<file path="config.mk">
export PLATFORM = sky130hd
export DESIGN_NAME = an_decoder_seq
export DESIGN_NICKNAME = d
export VERILOG_FILES = /design/src/rtl/an_decoder_seq.sv
export SDC_FILE = /design/constraint.sdc
export NUM_CORES = 1
export LEC_CHECK = 0
export ABC_AREA = 1
export BUFFER_PORTS_ARGS = -buffer_cell sky130_fd_sc_hd__clkbuf_2
export CAP_MARGIN = 40
export CORE_MARGIN = 5
export CORE_UTILIZATION = 55
export DETAILED_ROUTE_END_ITERATION = 8
export GPL_TIMING_DRIVEN = 0
export PLACE_DENSITY = 0.88
export SLEW_MARGIN = 20
export SYNTH_ARGS = -nofsm -noshare
export SYNTH_HDL_FRONTEND = slang
export SYNTH_SLANG_ARGS = --single-unit
</file>
<file path="constraint.sdc">
create_clock -name clk -period 4.2 [get_ports clk]
set_input_delay 0.63 -clock clk [delete_from_list [all_inputs] [get_ports clk]]
set_output_delay 0.63 -clock clk [all_outputs]
set_load 0.01 [all_outputs]
</file>
<file path="src/rtl/an_decoder_seq.sv">
// Bit-serial AN-code single-error decoder.
// Takes a received codeword (A*N plus at most one flipped bit) and works on it
// one bit per clock. It computes the residue mod A, then looks for a single
// bit whose weight 2^i matches the residue with a consistent polarity, and
// fixes that bit. A restoring divider then recovers N. Corrected and
// uncorrectable results are tallied in saturating counters.
module an_decoder_seq #(
  parameter int A    = 61,
  parameter int AW   = 6,
  parameter int CW   = 30,
  parameter int NW   = 24,
  parameter int CNTW = 16
) (
  input  logic            clk,
  input  logic            rst,
  input  logic            in_valid,
  output logic            in_ready,
  input  logic [CW-1:0]   in_data,
  output logic            out_valid,
  input  logic            out_ready,
  output logic [NW-1:0]   out_data,
  output logic            out_corrected,
  output logic            out_uncorr,
  output logic [CNTW-1:0] corr_count,
  output logic [CNTW-1:0] uncorr_count
);

  localparam int            KW  = (CW > 1) ? $clog2(CW) : 1;
  localparam logic [AW-1:0] A_V = AW'(A);

  typedef enum logic [2:0] {IDLE, MOD, SRCH, DIV, DONE} state_t;

  state_t        state;
  logic [CW-1:0] cw;         // working codeword, corrected in place
  logic [CW-1:0] quot;       // quotient shift register
  logic [AW-1:0] r;          // residue in MOD/SRCH, partial remainder in DIV
  logic [AW-1:0] p;          // 2^idx mod A during SRCH
  logic [KW-1:0] idx;        // bit index: counts down in MOD/DIV, up in SRCH
  logic [KW-1:0] pos;        // latched error position
  logic          hit;
  logic          corrected;
  logic          uncorr;

  // Reduce a value known to be below 2A into the range [0, A).
  function automatic logic [AW-1:0] reduce_mod(input logic [AW:0] t);
    if (t >= {1'b0, A_V}) reduce_mod = AW'(t - {1'b0, A_V});
    else                  reduce_mod = t[AW-1:0];
  endfunction

  // Counter increment that sticks at all-ones.
  function automatic logic [CNTW-1:0] sat_inc(input logic [CNTW-1:0] c);
    if (&c) sat_inc = c;
    else    sat_inc = c + CNTW'(1);
  endfunction

  logic [AW:0]   step_t;
  logic [AW-1:0] r_next;
  logic          q_bit;
  logic [AW-1:0] p_next;
  logic          match;
  logic          hit_n;
  logic [KW-1:0] pos_n;
  logic [CW-1:0] quot_n;

  // One shift-and-reduce step, shared by the residue pass and the divider.
  // Also the syndrome match for the current search index.
  always_comb begin
    step_t = {r, cw[idx]};
    r_next = reduce_mod(step_t);
    q_bit  = (step_t >= {1'b0, A_V});
    p_next = reduce_mod({p, 1'b0});
    quot_n = {quot[CW-2:0], q_bit};
    match  = (r != '0) && !hit &&
             (((r == p) && cw[idx]) || ((r == (A_V - p)) && !cw[idx]));
    hit_n  = hit | match;
    pos_n  = match ? idx : pos;
  end

  // Control FSM with the serial datapath and registered outputs.
  always_ff @(posedge clk) begin
    if (rst) begin
      state         <= IDLE;
      in_ready      <= 1'b1;
      out_valid     <= 1'b0;
      out_data      <= '0;
      out_corrected <= 1'b0;
      out_uncorr    <= 1'b0;
      corr_count    <= '0;
      uncorr_count  <= '0;
      idx           <= '0;
      hit           <= 1'b0;
      corrected     <= 1'b0;
      uncorr        <= 1'b0;
    end else begin
      case (state)
        IDLE: begin
          if (in_valid && in_ready) begin
            cw        <= in_data;
            r         <= '0;
            idx       <= KW'(CW - 1);
            hit       <= 1'b0;
            corrected <= 1'b0;
            uncorr    <= 1'b0;
            in_ready  <= 1'b0;
            state     <= MOD;
          end
        end
        MOD: begin
          r <= r_next;
          if (idx == '0) begin
            idx   <= '0;
            p     <= AW'(1);
            state <= SRCH;
          end else begin
            idx <= idx - KW'(1);
          end
        end
        SRCH: begin
          hit <= hit_n;
          pos <= pos_n;
          p   <= p_next;
          if (idx == KW'(CW - 1)) begin
            if (hit_n) begin
              cw        <= cw ^ (CW'(1) << pos_n);
              corrected <= 1'b1;
            end else if (r != '0) begin
              uncorr <= 1'b1;
            end
            r     <= '0;
            idx   <= KW'(CW - 1);
            state <= DIV;
          end else begin
            idx <= idx + KW'(1);
          end
        end
        DIV: begin
          r    <= r_next;
          quot <= quot_n;
          if (idx == '0) begin
            out_valid     <= 1'b1;
            out_data      <= quot_n[NW-1:0];
            out_corrected <= corrected;
            out_uncorr    <= uncorr;
            state         <= DONE;
          end else begin
            idx <= idx - KW'(1);
          end
        end
        DONE: begin
          if (out_ready) begin
            if (out_corrected) corr_count   <= sat_inc(corr_count);
            if (out_uncorr)    uncorr_count <= sat_inc(uncorr_count);
            out_valid <= 1'b0;
            in_ready  <= 1'b1;
            state     <= IDLE;
          end
        end
        default: begin
          out_valid <= 1'b0;
          in_ready  <= 1'b1;
          state     <= IDLE;
        end
      endcase
    end
  end

endmodule

</file>
* After elaboration in Yosys (flattened, before gate mapping) *
Index checks and enable logic that the tools add are counted.

storage, ports and cells
  bits in registers = 141
  output and inout port bits = 60
  bits of input ports = 34
  logic and storage cells = 125

cells by class
  $add $sub $neg = 7
  mux-type cells = 39
  bitwise gates (word level) = 7
  shift-type cells = 1
  reduce and logical (&&, ||, !) cells = 35
  order comparisons = 3
  eq/ne operators = 16

operators with widths
  operator                 count
  $mux W30                 3
  $pmux W30 S2             1
  $add A16 B1 Y16 const B  2
  $reduce_and A16 Y1       2
  $mux W6                  5
  $shl A1 B5 Y30 const A   1
  $xor A30 B30 Y30         1
  $mux W5                  5
  $pmux W5 S4              1
  $ne A2 B2 Y1 const B     9
  $pmux W6 S3              1
  $reduce_and A4 Y1        4
  $mux W3                  5
  $pmux W3 S5              1
  $reduce_and A5 Y1        3
  $ge A7 B6 Y1 const B     2
  $eq A6 B6 Y1             2
  $pmux W6 S2              1
  $reduce_and A3 Y1        4
  $sub A6 B6 Y6 const B    2
  $mux W1                  10
  $reduce_and A2 Y1        4
  $eq A3 B2 Y1 const B     2
  $lt A5 B6 Y1 const B     1
  other kinds (22)         36

* Depth between registers and ports, before layout *
Gate-level depths: netlist of run 1.

  depth after elaboration = 12
  mapped depth = 22

* Worst setup path after synthesis of run 1 *
No wires, ideal clock.

  path type = register to register
  start point = register idx[1]
  end point = register cw[0], enable pin
  clock period less this slack = 3427 ps
  path slack = 773 ps
  data required time = 3783 ps
  arrival time = 3010 ps
  cell stages (with the launch flop) = 15
  library setup time = 417 ps
  path buffers = 2
  cells stage by stage = dfxtp_1 buf_4 inv_2 buf_4 ha_1 nand2_1 nor2_1 inv_1 nand2_1 inv_1 nor3_1 nand2_1 inv_1 o21ai_0 nor2_1

on the way
  cells in the longest elaborated chain, start to end = 9
  elaborated cells on any way between the ends = 12
  classes of those cells = 3 x eq/ne; 2 x mux; 1 x bitwise; 6 x reduce/logical

RTL lines
  what                           line  source
  start, declared                38    logic [KW-1:0] idx;
  start signal, assigned         100   idx <= KW'(CW - 1);
  start signal, assigned         115   idx <= idx - KW'(1);
  start signal, assigned         130   idx <= KW'(CW - 1);
  $bmux W1 S5                    74    (((r == p) && cw[idx]) || ((r == (A_V - p)) && !cw[idx]));
  $mux W1 (not written as such)  74
  $logic_not A1 Y1               74
  $logic_and A1 B1 Y1            74
  $logic_or A1 B1 Y1             74
  $logic_and A1 B1 Y1            73    match = (r != '0) && !hit &&
  $or A1 B1 Y1                   75    hit_n = hit | match;
  $ne A2 B2 Y1 (no line)         --
  $reduce_and A5 Y1 (no line) *  --
  end signal, assigned           98    cw <= in_data;
  end signal, assigned           124   cw <= cw ^ (CW'(1) << pos_n);
  end, declared                  34    logic [CW-1:0] cw;

Every way passes the cells marked *; elsewhere a longest branch is shown, timed or not. The select of a mux whose other input is x is not followed.
A chain may end at the register's enable or synchronous reset.

* Final worst setup path of run 1 *
  start point = register idx[1]
  end point = register cw[4], enable pin

Same word-level chain as after synthesis.

==> results of run 1 <==
## how the worst min path moves through the flow
stage                                  start            endpoint  slack [ps]  cells past startpoint
final                     quot[12]$_DFFE_PP_  quot[13]$_DFFE_PP_         460                      0
after global routing      quot[12]$_DFFE_PP_  quot[13]$_DFFE_PP_         470                      0
after CTS                 quot[12]$_DFFE_PP_  quot[13]$_DFFE_PP_         450                      0
after detailed placement   quot[7]$_DFFE_PP_   quot[8]$_DFFE_PP_         440                      0
after global placement    quot[21]$_DFFE_PP_  quot[22]$_DFFE_PP_         430                      0
after floorplan            quot[9]$_DFFE_PP_  quot[10]$_DFFE_PP_         430                      0
## synthesized netlist by cell type, types with 2 or more instances
library cell	number	area (um2)
o21ai_0	54	270
inv_2	4	15.0
a31oi_1	3	18.8
buf_4	8	60.1
buf_1	4	15.0
nor3_1	15	75.1
buf_2	5	25.0
clkbuf_1	17	63.8
a21oi_1	47	235
dfxtp_1	71	1420
nand4_1	28	175
nand3_1	92	460
nand2_2	9	56.3
nor2_2	2	12.5
xor2_1	11	96.3
buf_6	4	45.0
inv_1	108	405
o21ai_4	3	48.8
a211oi_1	9	67.6
nor2_1	103	387
o211ai_1	2	15.0
nand2_4	2	22.5
xnor2_1	7	61.3
nand2_1	216	811
edfxtp_1	70	2100
o21a_1	4	30.0
nor3b_1	4	30.0
o21ai_1	3	15.0
nor2_4	7	78.8
ha_1	9	113
nor4_1	4	25.0
a221oi_1	3	26.3
## power by group
part	switching, mW	total [mW]	internal [mW]
clock	0.608	1.37	0.766
combinational	2.02	2.89	0.867
sequential	0.174	1.95	1.78
## state kept, by name, indices dropped and copies added (netlist names), 3 cells and up
| name | count |
|---|---|
| out_data | 24 |
| cw | 30 |
| uncorr_count | 16 |
| pos | 5 |
| idx | 5 |
| corr_count | 16 |
| state | 3 |
| p | 6 |
| r | 6 |
| quot | 23 |
## cells in the final DEF (no fill, tap or decap), drive strengths merged, types with 6 or more instances in the layout
cell type / instances
a211oi: 9
dfxtp: 71
a21oi: 47
clkbuf: 127
nor2: 113
xor2: 11
o21ai: 61
ha: 9
nand3: 94
edfxtp: 70
nor3: 15
inv: 119
nand4: 28
xnor2: 7
buf: 24
clkinv: 6
nand2: 227
## per-stage QoR
| stage | cells | setup TNS (ps) |
|---|---|---|
| after detailed placement | 1208 | 0 |
| after global routing | 1240 | 0 |
| final | 1240 | 0 |
| after floorplan | 937 | 0 |
| after CTS | 1240 | 0 |
| after global placement | 1205 | -5480 |
## critical path, stage by stage, from the launching register on
cell	delay (ps)
dfxtp_1	310
buf_4	180
inv_2	80
buf_4	190
ha_1	210
nand2_1	80
nor2_1	190
inv_1	100
nand2_1	100
inv_1	70
nor3_1	300
nand2_1	130
inv_1	130
o21ai_0	190
nor2_4	400
buf_16	220
## area by class of cell
cell class / count / area [um2]
Multi-Input combinational cell: 645 / 3230
Clock buffer: 18 / 429
Tap cell: 176 / 220
Buffer: 38 / 209
Timing Repair Buffer: 95 / 508
Inverter: 113 / 427
Sequential cell: 141 / 3520
Fill cell: 1018 / 4530
Clock inverter: 14 / 111
## routing by layer
metal,vias up,global-route usage (%),wire length [um]
li1,3344,-,-
met1,3187,30.2,7670
met2,324,39.7,9200
met3,60,6.52,1620
met4,0,11.2,569
met5,-,0,0
## kinds of logic (layout without fill, tap and decap cells)
group | Yosys count | after routing | synth area share [%]
XOR/XNOR | 18 | 18 | 2.14
AND/OR/NAND/NOR | 486 | 486 | 29.7
buffers and inverters | 151 | 278 | 8.62
AO/OA/AOI/OAI | 132 | 132 | 10.3
adder cells (fa/ha/maj) | 9 | 9 | 1.53
flip-flops | 141 | 141 | 47.8
==> results.cfg, run 1 <==
[outcome]
outcome = finished, final reports clean

[setup_path]
reg2reg_depth = 15
startpoint_type = flop
cp-startpoint = idx[1]$_SDFFE_PP0P_
crit_fanout = 19
reg2reg_slack_ps = 1010
cp_data_arrival_time_ps = 3320
crit_path_end_kind = flop
r2r_start = idx[1]$_SDFFE_PP0P_
timing.rr.end = cw[4]$_DFFE_PP_
required_ps = 4330
endpoint = cw[4]$_DFFE_PP_
path_class = reg -> reg

[pwr]
peakVddDrop_uv = 352
p_per_area_nw_per_um2 = 718
total_power_mw = 6.21
cellLeakagePower_nw = 3.80

[layout]
nets = 1094
n_antenna_cell = 0
syn2layout_area_growth_pct = 17.4
stdcell_area_um2 = 8660
fin_util_pct = 65.7
drive_gt1_share_pct = 16.5

[drt]
routed_wl_um = 19100
ant_nets = 0
drt_first_pass_iters = 8
drc = 0
dr_total_vias = 6915
drt_iter0_markers = 601
viasPerCell = 5.58
wl_per_cell_um = 15.4

[clock_tree]
cts_buffer_depth = 2
clock_latency_ps = 420
cts_root_buffer = clkbuf_16
clkSinkCount = 141
h-tree-depth = 4
numCtsBuffers = 17
cts_hold_buf = 0
clk_pin_slew_ps = 60
cts.repair.resized = 0
cts_setup_buffers = 0
cts_tree = done

[logic_synthesis]
synth.net_count = 980
ys_ff_latch = 141
yosys_warnings = 0
synth_edf_count = 70
syn_area_um2 = 7370
syn_inst = 937
synthFlopType = dfxtp_1
avgSynthCellArea_um2 = 7.87
synthDistinctLibCells = 41
ys_seq_area_share_pct = 47.8
async_flop_share_pct = 0

[timing]
skew_ps = 7.55
hold_ws_ps = 456
tightestPinTransition_ps = 789
fin_ws_ps = 1010
min_period_over_period_pct = 75.9
fmax_ghz = 0.314
rsz0062_at_grt = false
relSlewSlack_pct = 47.0
drv_slew = 0
hold_viol = 0
setup_viol_count_final = 0
fin_crit_ps = 3190

[floorplan]
fp.dieH_um = 126
die_w_um = 126
rows = 42
io_pins = 94
die_area_um2 = 15800
coreArea_um2 = 13200
start_util_pct = 55.9

[min_path]
hold_class = reg -> reg

[global_routing]
track_usage_pct = 24.3
grt_antenna_before_repair = 0
grt_pass1_vias = 6771
grt_first_pass_wirelength_um = 31500
grt-ovfl-total = 0
grt_max_degree = 20

[placed_design]
place_ws_ps = 1110
gp_congestion = 0.969
io_buffers = 92
post_dp_cell_area_um2 = 8120
dp.final_hpwl_um = 13500

[job]
drv_cap = 0
Note: power is estimated with default switching activity, not from simulation.
==> run 2, diff against run 1 <==
--- a/config.mk
+++ b/config.mk
@@ -5,7 +5,7 @@
 export SDC_FILE = /design/constraint.sdc
 export NUM_CORES = 1
 export LEC_CHECK = 0
-export ABC_AREA = 1
+export ABC_AREA = 0
 export BUFFER_PORTS_ARGS = -buffer_cell sky130_fd_sc_hd__clkbuf_2
 export CAP_MARGIN = 40
 export CORE_MARGIN = 5
==> constraint.sdc (replaced) <==
create_clock -name clk -period 3.2 [get_ports clk]
set_input_delay 0.48 -clock clk [delete_from_list [all_inputs] [get_ports clk]]
set_output_delay 0.48 -clock clk [all_outputs]
set_load 0.01 [all_outputs]
==> run 2 against run 1 <==
Cell area grew 9.4%. First-iteration DRC count up 35%. Sequential share of layout area shrank 3.5 points. Sequential power is 7% higher. Critical endpoint is now idx[3]$_SDFFE_PP0P_. Critical path type unchanged. Combinational power down 58%. Highest routed layer unchanged. Via count increased by 4.9%. Power shrank 14%.
==> results.cfg, run 2 <==
[timing]
relSlewSlack_pct = 34.8
fin_ws_ps = 85.9
min_period_over_period_pct = 97.3
fmax_ghz = 0.321
skew_ps = 15.7
hold_ws_ps = 364
drv_slew = 0
hold_viol = 0
fin_crit_ps = 3110
setup_viol_count_final = 0
tightestPinTransition_ps = 971

[clock_tree]
cts_buffer_depth = 2
clkSinkCount = 141
cts_hold_buf = 0
h-tree-depth = 4
numCtsBuffers = 17
cts_tree = done
cts_root_buffer = clkbuf_16
clk_pin_slew_ps = 70
clock_latency_ps = 440

[job]
drv_cap = 0

[setup_path]
reg2reg_slack_ps = 90
timing.rr.end = idx[3]$_SDFFE_PP0P_
cp_data_arrival_time_ps = 3430
reg2reg_depth = 9
r2r_start = idx[1]$_SDFFE_PP0P_
crit_fanout = 10
startpoint_type = flop
required_ps = 3510
path_class = reg -> reg
crit_path_end_kind = flop

[placed_design]
gp_congestion = 0.974
place_ws_ps = -225
io_buffers = 92
post_dp_cell_area_um2 = 8740
dp.final_hpwl_um = 14700

[pwr]
p_per_area_nw_per_um2 = 563
total_power_mw = 5.33
peakVddDrop_uv = 441
cellLeakagePower_nw = 3.43

[outcome]
outcome = finished, final reports clean

[drt]
drc = 0
wl_met1_um = 8560
wl_met2_um = 10000
wl_met3_um = 2270
ant_nets = 0
drt_iter0_markers = 811
routed_wl_um = 21700
drt_first_pass_iters = 6
wl_per_cell_um = 18.2
dr_total_vias = 7253
maxUsedRoutingLayer = met4
viasPerCell = 6.07

[global_routing]
grt_max_degree = 17
grt-ovfl-total = 0
grt_first_pass_wirelength_um = 33800
grt_antenna_before_repair = 0
track_usage_pct = 25.2
grt_pass1_vias = 6858

[logic_synthesis]
synthFlopType = dfxtp_1
ys_ff_latch = 141
yosysTopAreaCellShare_pct = 26.3
synth_edf_count = 70
ys_top_cells_by_area = edfxtp_1 26%, dfxtp_1 18%, nand2_1 7.0%
async_flop_share_pct = 0
ys_seq_area_share_pct = 44.2
synth.net_count = 919
avgSynthCellArea_um2 = 9.11
synth_area_leader_cell = edfxtp_1
syn_area_um2 = 7980
yosys_warnings = 0
synthDistinctLibCells = 57
synthTopCellsByCount = 148 x nand2_1, 79 x nor2_1, 71 x dfxtp_1, 71 x o21ai_0, 70 x edfxtp_1
synth.most_common_cell = nand2_1
syn_inst = 876

[layout]
syn2layout_area_growth_pct = 18.7
fin_util_pct = 65.9
mostFrequentLayoutCells = 148 x nand2_1, 96 x clkbuf_2, 77 x nor2_1
regMostFlops = cw
drive_gt1_share_pct = 20.3
stdcell_area_um2 = 9470
largest_reg_flops = 30
mostFrequentLayoutCell = nand2_1
nFillCells = 1068
nets = 1041
n_antenna_cell = 0
top_regs = cw x30, out_data x24, quot x23

[floorplan]
die_w_um = 130
start_util_pct = 55.5
die_area_um2 = 17000
fp.dieH_um = 130
rows = 44
io_pins = 94
coreArea_um2 = 14400

[min_path]
hold_start = out_ready
hold_class = in -> reg
hold_end = in_ready$_SDFFE_PP1P_
holdPathStages = 3
run 2: changes by cell type after synthesis, sizes merged, moves of 27 or more:
cell | previous run | this run
clkbuf | 17 | 44
inv | 113 | 10
mux2 | 0 | 44
nand2 | 227 | 148
nand3 | 94 | 27
nor2 | 113 | 79
xnor2 | 7 | 52
xor2 | 11 | 49
run 2: how the worst max path moves through the flow:
stage	from	endpoint	slack, ps	cells past startpoint
floorplan	idx[0]$_SDFFE_PP0P_	cw[0]$_DFFE_PP_	-220	9
global placement	idx[1]$_SDFFE_PP0P_	cw[15]$_DFFE_PP_	-1030	9
detailed placement	idx[1]$_SDFFE_PP0P_	cw[13]$_DFFE_PP_	-220	10
CTS	idx[1]$_SDFFE_PP0P_	idx[3]$_SDFFE_PP0P_	6	10
global route	idx[1]$_SDFFE_PP0P_	idx[3]$_SDFFE_PP0P_	-40	10
finish	idx[1]$_SDFFE_PP0P_	idx[3]$_SDFFE_PP0P_	90	9
run 2: layout make-up:
class,instances,area [um2],area share (%)
Clock buffer,17,425,4.49
Clock inverter,14,178,1.88
Tap cell,184,230,2.43
Sequential cell,141,3520,37.2
Multi-Input combinational cell,669,4230,44.7
Buffer,55,235,2.48
Timing Repair Buffer,104,607,6.41
Inverter,10,37.5,0.396
run 2: power breakdown:
| group | switching, mW | leakage, nW | internal [mW] |
|---|---|---|---|
| logic | 0.732 | 1.92 | 0.467 |
| clock network | 0.879 | 0.298 | 1.18 |
| registers | 0.0782 | 1.21 | 2.00 |
| total | 1.69 | 3.43 | 3.65 |
run 2: per-stage QoR:
step	setup TNS (ps)	std cells
floorplan	-6700	876
global placement	-31010	1152
detailed placement	-6710	1156
CTS	0	1190
global route	-40.5	1194
finish	0	1194
run 2: critical path, cell delays in order (launching register included):
cell	delay (ps)
dfxtp_1	400
buf_4	240
clkbuf_2	210
inv_1	160
ha_1	260
or4b_2	700
nor2_2	390
nor3_1	240
o21ai_0	300
nor2_1	80
run 2: cell families after synthesis:
| logic type | synth area share, % |
|---|---|
| and+or+nand+nor | 20.1 |
| xor gates and xnor gates | 11.1 |
| buffers and inverters | 3.45 |
| AOI/OAI and AO/OA | 11.7 |
| adders and majority gates | 1.41 |
| DFF | 44.2 |
| muxes | 8.04 |
run 2: what timing repair did:
action | in CTS | in global routing
endpoints found under the setup margin | 53 | 51
resized for setup | 4 | 14
pin swaps | 2 | 3
gates cloned | 1 | 1
hold endpoints to repair | 0 | 0
setup buffers | 2 | 3
run 2: layer usage:
layer	GRT usage (%)	up-vias
met5	0	-
met4	12.5	0
met3	6.95	105
met2	39.4	438
met1	32.2	3371
li1	-	3339
